`src/rtl/microseq_pkg.sv`:
```
// Shared encodings for the microprogrammed MIPS control sequencer:
// next-state control codes, condition selects, opcodes and encoder target states.
package microseq_pkg;

   localparam int unsigned STATE_W_DEF = 7;

   localparam logic [6:0] RESET_STATE_DEF = 7'd0;
   localparam logic [6:0] FETCH_STATE_DEF = 7'd1;

   typedef enum logic [2:0] {
      NS_ENCODE = 3'b000,
      NS_INCR   = 3'b001,
      NS_JUMP   = 3'b010,
      NS_RETURN = 3'b011,
      NS_CJUMP  = 3'b100,
      NS_CWAIT  = 3'b101,
      NS_CENC   = 3'b110,
      NS_HOLD   = 3'b111
   } ns_ctl_e;

   typedef enum logic [1:0] {
      CS_MOC  = 2'b00,
      CS_COND = 2'b01,
      CS_ZERO = 2'b10,
      CS_ONE  = 2'b11
   } cond_sel_e;

   localparam logic [5:0] OP_RTYPE = 6'h00;
   localparam logic [5:0] OP_LW    = 6'h23;
   localparam logic [5:0] OP_SW    = 6'h2B;
   localparam logic [5:0] OP_BEQ   = 6'h04;
   localparam logic [5:0] OP_ADDI  = 6'h08;
   localparam logic [5:0] OP_LUI   = 6'h0F;

   localparam logic [5:0] FN_ADD  = 6'h20;
   localparam logic [5:0] FN_ADDU = 6'h21;
   localparam logic [5:0] FN_SUB  = 6'h22;
   localparam logic [5:0] FN_SUBU = 6'h23;
   localparam logic [5:0] FN_AND  = 6'h24;
   localparam logic [5:0] FN_OR   = 6'h25;
   localparam logic [5:0] FN_NOR  = 6'h27;
   localparam logic [5:0] FN_SLT  = 6'h2A;

   localparam logic [6:0] ST_ADD  = 7'd17;
   localparam logic [6:0] ST_ADDU = 7'd6;
   localparam logic [6:0] ST_SUB  = 7'd19;
   localparam logic [6:0] ST_SUBU = 7'd21;
   localparam logic [6:0] ST_AND  = 7'd23;
   localparam logic [6:0] ST_OR   = 7'd25;
   localparam logic [6:0] ST_NOR  = 7'd27;
   localparam logic [6:0] ST_SLT  = 7'd29;
   localparam logic [6:0] ST_LW   = 7'd7;
   localparam logic [6:0] ST_SW   = 7'd13;
   localparam logic [6:0] ST_BEQ  = 7'd11;
   localparam logic [6:0] ST_ADDI = 7'd18;
   localparam logic [6:0] ST_LUI  = 7'd12;

endpackage

```
`src/rtl/micro_sequencer_encoder.sv`:
```
// Instruction decoder: maps the instruction register to the first microstate
// of its execute sequence; valid is low for unsupported encodings.
module instruction_encoder
   import microseq_pkg::*;
(
   input  logic [31:0] ir,
   output logic [6:0]  state,
   output logic        valid
);

   logic [5:0] op;
   logic [5:0] funct;

   assign op    = ir[31:26];
   assign funct = ir[5:0];

   always_comb begin
      state = RESET_STATE_DEF;
      valid = 1'b1;
      case (op)
         OP_RTYPE: begin
            case (funct)
               FN_ADD:  state = ST_ADD;
               FN_ADDU: state = ST_ADDU;
               FN_SUB:  state = ST_SUB;
               FN_SUBU: state = ST_SUBU;
               FN_AND:  state = ST_AND;
               FN_OR:   state = ST_OR;
               FN_NOR:  state = ST_NOR;
               FN_SLT:  state = ST_SLT;
               default: valid = 1'b0;
            endcase
         end
         OP_LW:   state = ST_LW;
         OP_SW:   state = ST_SW;
         OP_BEQ:  state = ST_BEQ;
         OP_ADDI: state = ST_ADDI;
         OP_LUI:  state = ST_LUI;
         default: valid = 1'b0;
      endcase
   end

endmodule

```
`src/rtl/micro_sequencer.sv`:
```
// Microstore address sequencer with memory-wait watchdog and illegal-opcode
// detection; one microstate per cycle, registered address output.
module micro_sequencer
   import microseq_pkg::*;
#(
   parameter int unsigned           STATE_W     = STATE_W_DEF,
   parameter logic [STATE_W-1:0]    RESET_STATE = STATE_W'(RESET_STATE_DEF),
   parameter logic [STATE_W-1:0]    FETCH_STATE = STATE_W'(FETCH_STATE_DEF),
   parameter int unsigned           MOC_TIMEOUT = 64
) (
   input  logic               clk,
   input  logic               reset,
   input  logic [2:0]         ns_ctl,
   input  logic               inv,
   input  logic [1:0]         cond_sel,
   input  logic [STATE_W-1:0] cr,
   input  logic [31:0]        ir,
   input  logic               moc,
   input  logic               cond_true,
   input  logic               zero,
   output logic [STATE_W-1:0] current_state,
   output logic               mem_timeout,
   output logic               illegal_op
);

   localparam int unsigned        CNT_W    = $clog2(MOC_TIMEOUT + 1);
   localparam logic [CNT_W-1:0]   CNT_LAST = CNT_W'(MOC_TIMEOUT - 1);

   logic [6:0]         enc_state;
   logic               enc_valid;
   logic [CNT_W-1:0]   wait_cnt;
   logic [CNT_W-1:0]   wait_cnt_next;
   logic [STATE_W-1:0] next_state;
   logic [STATE_W-1:0] incr_state;
   logic               sel;
   logic               c;
   logic               use_enc;
   logic               hold;
   logic               abort;
   logic               illegal;

   instruction_encoder u_encoder (
      .ir    (ir),
      .state (enc_state),
      .valid (enc_valid)
   );

   assign incr_state = current_state + STATE_W'(1);

   always_comb begin
      sel           = 1'b0;
      c             = 1'b0;
      use_enc       = 1'b0;
      hold          = 1'b0;
      abort         = 1'b0;
      illegal       = 1'b0;
      next_state    = current_state;
      wait_cnt_next = '0;

      case (cond_sel_e'(cond_sel))
         CS_MOC:  sel = moc;
         CS_COND: sel = cond_true;
         CS_ZERO: sel = zero;
         default: sel = 1'b1;
      endcase
      c = sel ^ inv;

      case (ns_ctl_e'(ns_ctl))
         NS_ENCODE: use_enc = 1'b1;
         NS_INCR:   next_state = incr_state;
         NS_JUMP:   next_state = cr;
         NS_RETURN: next_state = FETCH_STATE;
         NS_CJUMP:  next_state = c ? cr : incr_state;
         NS_CWAIT: begin
            if (c) next_state = incr_state;
            else   hold = 1'b1;
         end
         NS_CENC: begin
            if (c) next_state = cr;
            else   use_enc = 1'b1;
         end
         default:   next_state = current_state;
      endcase

      // Decode faults only count when the encoder result is actually consumed.
      if (use_enc) begin
         if (enc_valid) begin
            next_state = STATE_W'(enc_state);
         end else begin
            next_state = RESET_STATE;
            illegal    = 1'b1;
         end
      end

      if (hold) begin
         if (wait_cnt == CNT_LAST) begin
            abort      = 1'b1;
            next_state = RESET_STATE;
            illegal    = 1'b0;
         end else begin
            wait_cnt_next = wait_cnt + CNT_W'(1);
         end
      end
   end

   always_ff @(posedge clk) begin
      if (!reset) begin
         current_state <= RESET_STATE;
         wait_cnt      <= '0;
         mem_timeout   <= 1'b0;
         illegal_op    <= 1'b0;
      end else begin
         current_state <= next_state;
         wait_cnt      <= wait_cnt_next;
         mem_timeout   <= abort;
         illegal_op    <= illegal;
      end
   end

endmodule

```
`config.mk`:
```
export PLATFORM = sky130hd
export DESIGN_NAME = micro_sequencer
export DESIGN_NICKNAME = d
export VERILOG_FILES = /design/src/rtl/microseq_pkg.sv /design/src/rtl/micro_sequencer_encoder.sv /design/src/rtl/micro_sequencer.sv
export SDC_FILE = /design/constraint.sdc
export NUM_CORES = 1
export LEC_CHECK = 0
export ABC_AREA = 1
export CELL_PAD_IN_SITES_DETAIL_PLACEMENT = 1
export CELL_PAD_IN_SITES_GLOBAL_PLACEMENT = 2
export CORE_AREA = 2 2 94 96
export DETAILED_ROUTE_END_ITERATION = 7
export DIE_AREA = 0 0 96 98
export PLACE_DENSITY = 0.75
export RECOVER_POWER = 25
export REMOVE_ABC_BUFFERS = 1
export SYNTH_ARGS = -nofsm -noshare
export SYNTH_HDL_FRONTEND = slang
export SYNTH_SLANG_ARGS = --single-unit
```
`constraint.sdc`:
```
create_clock -name clk -period 1.4 [get_ports clk]
set_input_delay 0.42 -clock clk [delete_from_list [all_inputs] [get_ports clk]]
set_output_delay 0.42 -clock clk [all_outputs]
set_load 0.05 [all_outputs]
```
==> run metrics <==
area of the die=9408 um^2; Mean Syn Cell Area=5.882 um^2; flop-to-flop setup slack=-0.05 ns; most frequent standard cell in the layout excluding fill and tap cells=sky130_fd_sc_hd__nand2_1; Site Rows=34; delay of the slowest cell on the worst path=0.25 ns; maximum clock skew at final layout=0.002246 ns; worst flop-to-flop path endpoint=current_state[2]; library cell contributing the largest single delay on the critical path=sky130_fd_sc_hd__dlygate4sd2_1; cell internal power dissipation=1156 uW; Crit path required time=1.55 ns; buffer levels on the longest clock path=2; clock input transition at the sequential cells of the worst setup and hold paths=0.06 ns; total area of multi-input combinational cells=1508 um^2; Boundary Pins=59; post-synthesis cell type count=34; count of placed standard cells including taps=467; sequential-to-total area share from yosys stat=19.59%; Slew Viols, Final=0; leading cell types in the layout, fill and taps excluded=sky130_fd_sc_hd__nand2_1, sky130_fd_sc_hd__buf_4, sky130_fd_sc_hd__inv_1, sky130_fd_sc_hd__nand3_1, sky130_fd_sc_hd__nor2_1; post-synth top area share=19.59%; Worst Setup Slack, final=-0.06870 ns; hold_buf cts=0; Crit Path Category=in2reg; relative contribution of sequential cells to total power=27.9%; relative slew slack=80.88%; Pre-Repair DR Iteration Count=4; pin count of the biggest net entering global routing=10; hold-critical path endpoint=wait_cnt[6]; overall power consumption=1804 uW; shortest period the worst path allows=1.469 ns; net switching power of the design=648.3 uW; total via count after detailed routing=2153; post-detailed-route wirelength per cell=12.66 um; filler-free cell count of the finished design=488; # nets final=433; routed wire length=6.176 mm; reg2reg start=current_state[2]; run status=finished with violations; detail-routed via count per cell=4.412; part of the total power dissipated in combinational logic=49.7%; ANT cells=0; unrepaired setup endpoints after global routing=yes; post-synthesis instance area=1635 um^2; Worst R2R Path Depth=10; count of endpoints failing hold in the final timing report=0; top cells by area in the synthesized netlist=sky130_fd_sc_hd__dfxtp_1, sky130_fd_sc_hd__nand2_1, sky130_fd_sc_hd__nand3_1; CTS tree=built; count of warnings emitted by yosys=0; biggest area consumer among synthesized cells=sky130_fd_sc_hd__dfxtp_1; maximum net fanout on the critical path=5; HPWL reported at the end of detailed placement=4.640 mm; accumulated negative setup slack=-0.2336 ns; fraction of power spent switching nets=35.93%; latest clock arrival within the worst-skew pair=0.25 ns; number of inserted filler cells in the final layout=1061; Starting Density=19.32%; worst supply voltage drop on vdd=0.2723 mV; Die Width=96 um; Inserted Clock Buffers=3; number of instances in the synthesized netlist=278; Synth-to-Final Area Change=94.03%; relative contribution of the clock network to total power=22.5%; family with the most delay on the worst path=buffers and inverters; area of the core region=8466 um^2; startpoint types=input port; max-cap viol count=0; count of buffer and inverter cells on the critical path=5; total power per unit cell area=568.7 nW/um^2; share of the cycle needed by the critical path after routing=104.9%; worst path arrival time=1.62 ns; final core utilization=37.48%; number of global-route vias before repair=2248; startpoint of the most critical hold path=wait_cnt[6]; number of antenna violations at the first check in global routing=0; sort of element at the end of the critical path=flop; number of levels the H-tree was split into=1; leakage power=0.001553 uW; final routed DRC violation total=0; layout cells sized above 1=50.26%; height of the die=98 um; synthesized flop and latch total=16; measured slew at the worst slew-check pin=0.2864 ns; buffer type at the clock tree root=sky130_fd_sc_hd__clkbuf_8; critical-path cell list=dlygate4sd2_1 > inv_2 > nor2_4 > buf_4 > inv_2 > nor3_1 > a21oi_1 > nand2_1 > inv_1 > nand2_1 > nor2_1 > nor2_1; count of buffers inserted at the top-level ports=38; sequential cell area in the final layout=330.3 um^2; first-pass GRT wire length=10.21 mm; remaining global-route overflow=0; failing checks=setup timing; final-report setup violation count=7; Post-DRT Antenna Nets=0; worst slack, placed=-0.7795 ns; worst min path class=reg2reg; GPL Wtd Cong=0.8022; total clock sinks=16; Iteration-0 DRC Markers=57; Min-Delay Path Depth=2; GR Util All Layers=13.54%; maximum clock rate=680.9 MHz
## logic make-up (layout without fill, tap and decap cells)
logic type,count (synthesis),count (layout),synth area share [%]
XOR/XNOR,6,6,3.214
AO/OA/AOI/OAI,29,29,10.41
AND/OR/NAND/NOR,180,181,53.86
flip-flops,16,16,19.59
buffers and inverters,45,146,11.40
adder cells (fa/ha/maj),2,2,1.530
## synth_stat cells
cell and count:
sky130_fd_sc_hd__nand2_2 7, sky130_fd_sc_hd__nand4_1 2, sky130_fd_sc_hd__and3_1 1, sky130_fd_sc_hd__xnor2_1 3
sky130_fd_sc_hd__nor3_2 1, sky130_fd_sc_hd__buf_12 1, sky130_fd_sc_hd__nand3b_2 1, sky130_fd_sc_hd__dfxtp_1 16
sky130_fd_sc_hd__nand3_1 35, sky130_fd_sc_hd__o21ai_1 5, sky130_fd_sc_hd__nor2_2 2, sky130_fd_sc_hd__a21oi_1 9
sky130_fd_sc_hd__o211ai_1 3, sky130_fd_sc_hd__or2_2 1, sky130_fd_sc_hd__or2_1 2, sky130_fd_sc_hd__nand3b_1 2
sky130_fd_sc_hd__a21o_1 1, sky130_fd_sc_hd__buf_2 1, sky130_fd_sc_hd__nand2_4 4, sky130_fd_sc_hd__ha_1 2
sky130_fd_sc_hd__nor2_4 2, sky130_fd_sc_hd__nand3b_4 1, sky130_fd_sc_hd__nor3_1 6, sky130_fd_sc_hd__inv_2 6
sky130_fd_sc_hd__nor2_1 37, sky130_fd_sc_hd__nand2_1 71, sky130_fd_sc_hd__nand3_2 4, sky130_fd_sc_hd__o21ai_4 1
sky130_fd_sc_hd__o21ai_0 9, sky130_fd_sc_hd__clkinv_1 1, sky130_fd_sc_hd__inv_1 36, sky130_fd_sc_hd__o21ai_2 1
sky130_fd_sc_hd__nor3b_2 1, sky130_fd_sc_hd__xor2_1 3
## sequential cells by signal (all words and copies together), names as in the netlist
name / flops
illegal_op: 1
current_state: 7
mem_timeout: 1
wait_cnt: 7
## repair_timing
action / 4_1_cts / 5_1_grt
gates resized for setup: 121 / 49
setup buffers: 9 / 7
pin swaps: 42 / 46
cloned: 1 / 0
setup endpoints to repair: 17 / 16
## metal layers
metal | global-route usage, % | vias to the layer above | part of all wire [%]
met2 | 25.59 | 36 | 55
li1 | - | 1095 | -
met3 | 1.620 | 8 | 3.7
met5 | 0 | - | 0
met1 | 15.74 | 1014 | 40
met4 | 3.297 | 0 | 1.1
## area by class of cell
| cell class | instances | area share (%) |
|---|---|---|
| multi-input combinational | 218 | 47.52 |
| sequential | 16 | 10.41 |
| inverter | 43 | 5.481 |
| clock buffer | 4 | 1.735 |
| tap | 108 | 4.259 |
| timing repair buffer | 99 | 30.60 |
## through the flow
step	cell area (um^2)	hold slack, ns
floorplan	1610	0.4175
global placement	2566	0.4581
detailed placement	2566	0.4756
CTS	2978	0.5181
global route	3173	0.5491
finish	3173	0.5151
## worst max-delay path by stage
| stage | startpoint | to | slack (ns) | depth (start not counted) |
|---|---|---|---|---|
| 2_1_floorplan | current_state[0] | current_state[6] | -0.40 | 8 |
| 3_3_place_gp | cond_sel[1] | current_state[0] | -0.74 | 11 |
| 3_5_place_dp | cond_sel[1] | current_state[0] | -0.78 | 11 |
| 4_1_cts | wait_cnt[1] | current_state[2] | -0.08 | 11 |
| 5_1_grt | wait_cnt[1] | current_state[2] | -0.14 | 11 |
| 6_report | ns_ctl[0] | current_state[2] | -0.07 | 12 |
## power groups by stage
stage / clock (uW) / sequential [uW] / combinational [uW]
2_1_floorplan: 0 / 579 / 267
3_3_place_gp: 0 / 506 / 707
3_5_place_dp: 0 / 506 / 714
4_1_cts: 421 / 502 / 829
5_1_grt: 443 / 506 / 972
6_report: 406 / 503 / 896
## worst reg2reg max path: stages, from the launching register on
cell and delay (ns):
sky130_fd_sc_hd__dfxtp_2 0.34, sky130_fd_sc_hd__buf_4 0.14, sky130_fd_sc_hd__buf_4 0.15, sky130_fd_sc_hd__xnor2_4 0.17
sky130_fd_sc_hd__nand3_1 0.09, sky130_fd_sc_hd__nand2_1 0.10, sky130_fd_sc_hd__nand3_1 0.08, sky130_fd_sc_hd__nand2_1 0.09
sky130_fd_sc_hd__nand2_1 0.05, sky130_fd_sc_hd__nor2_1 0.08, sky130_fd_sc_hd__nor2_1 0.05
Power figures use the tool's default switching activity.
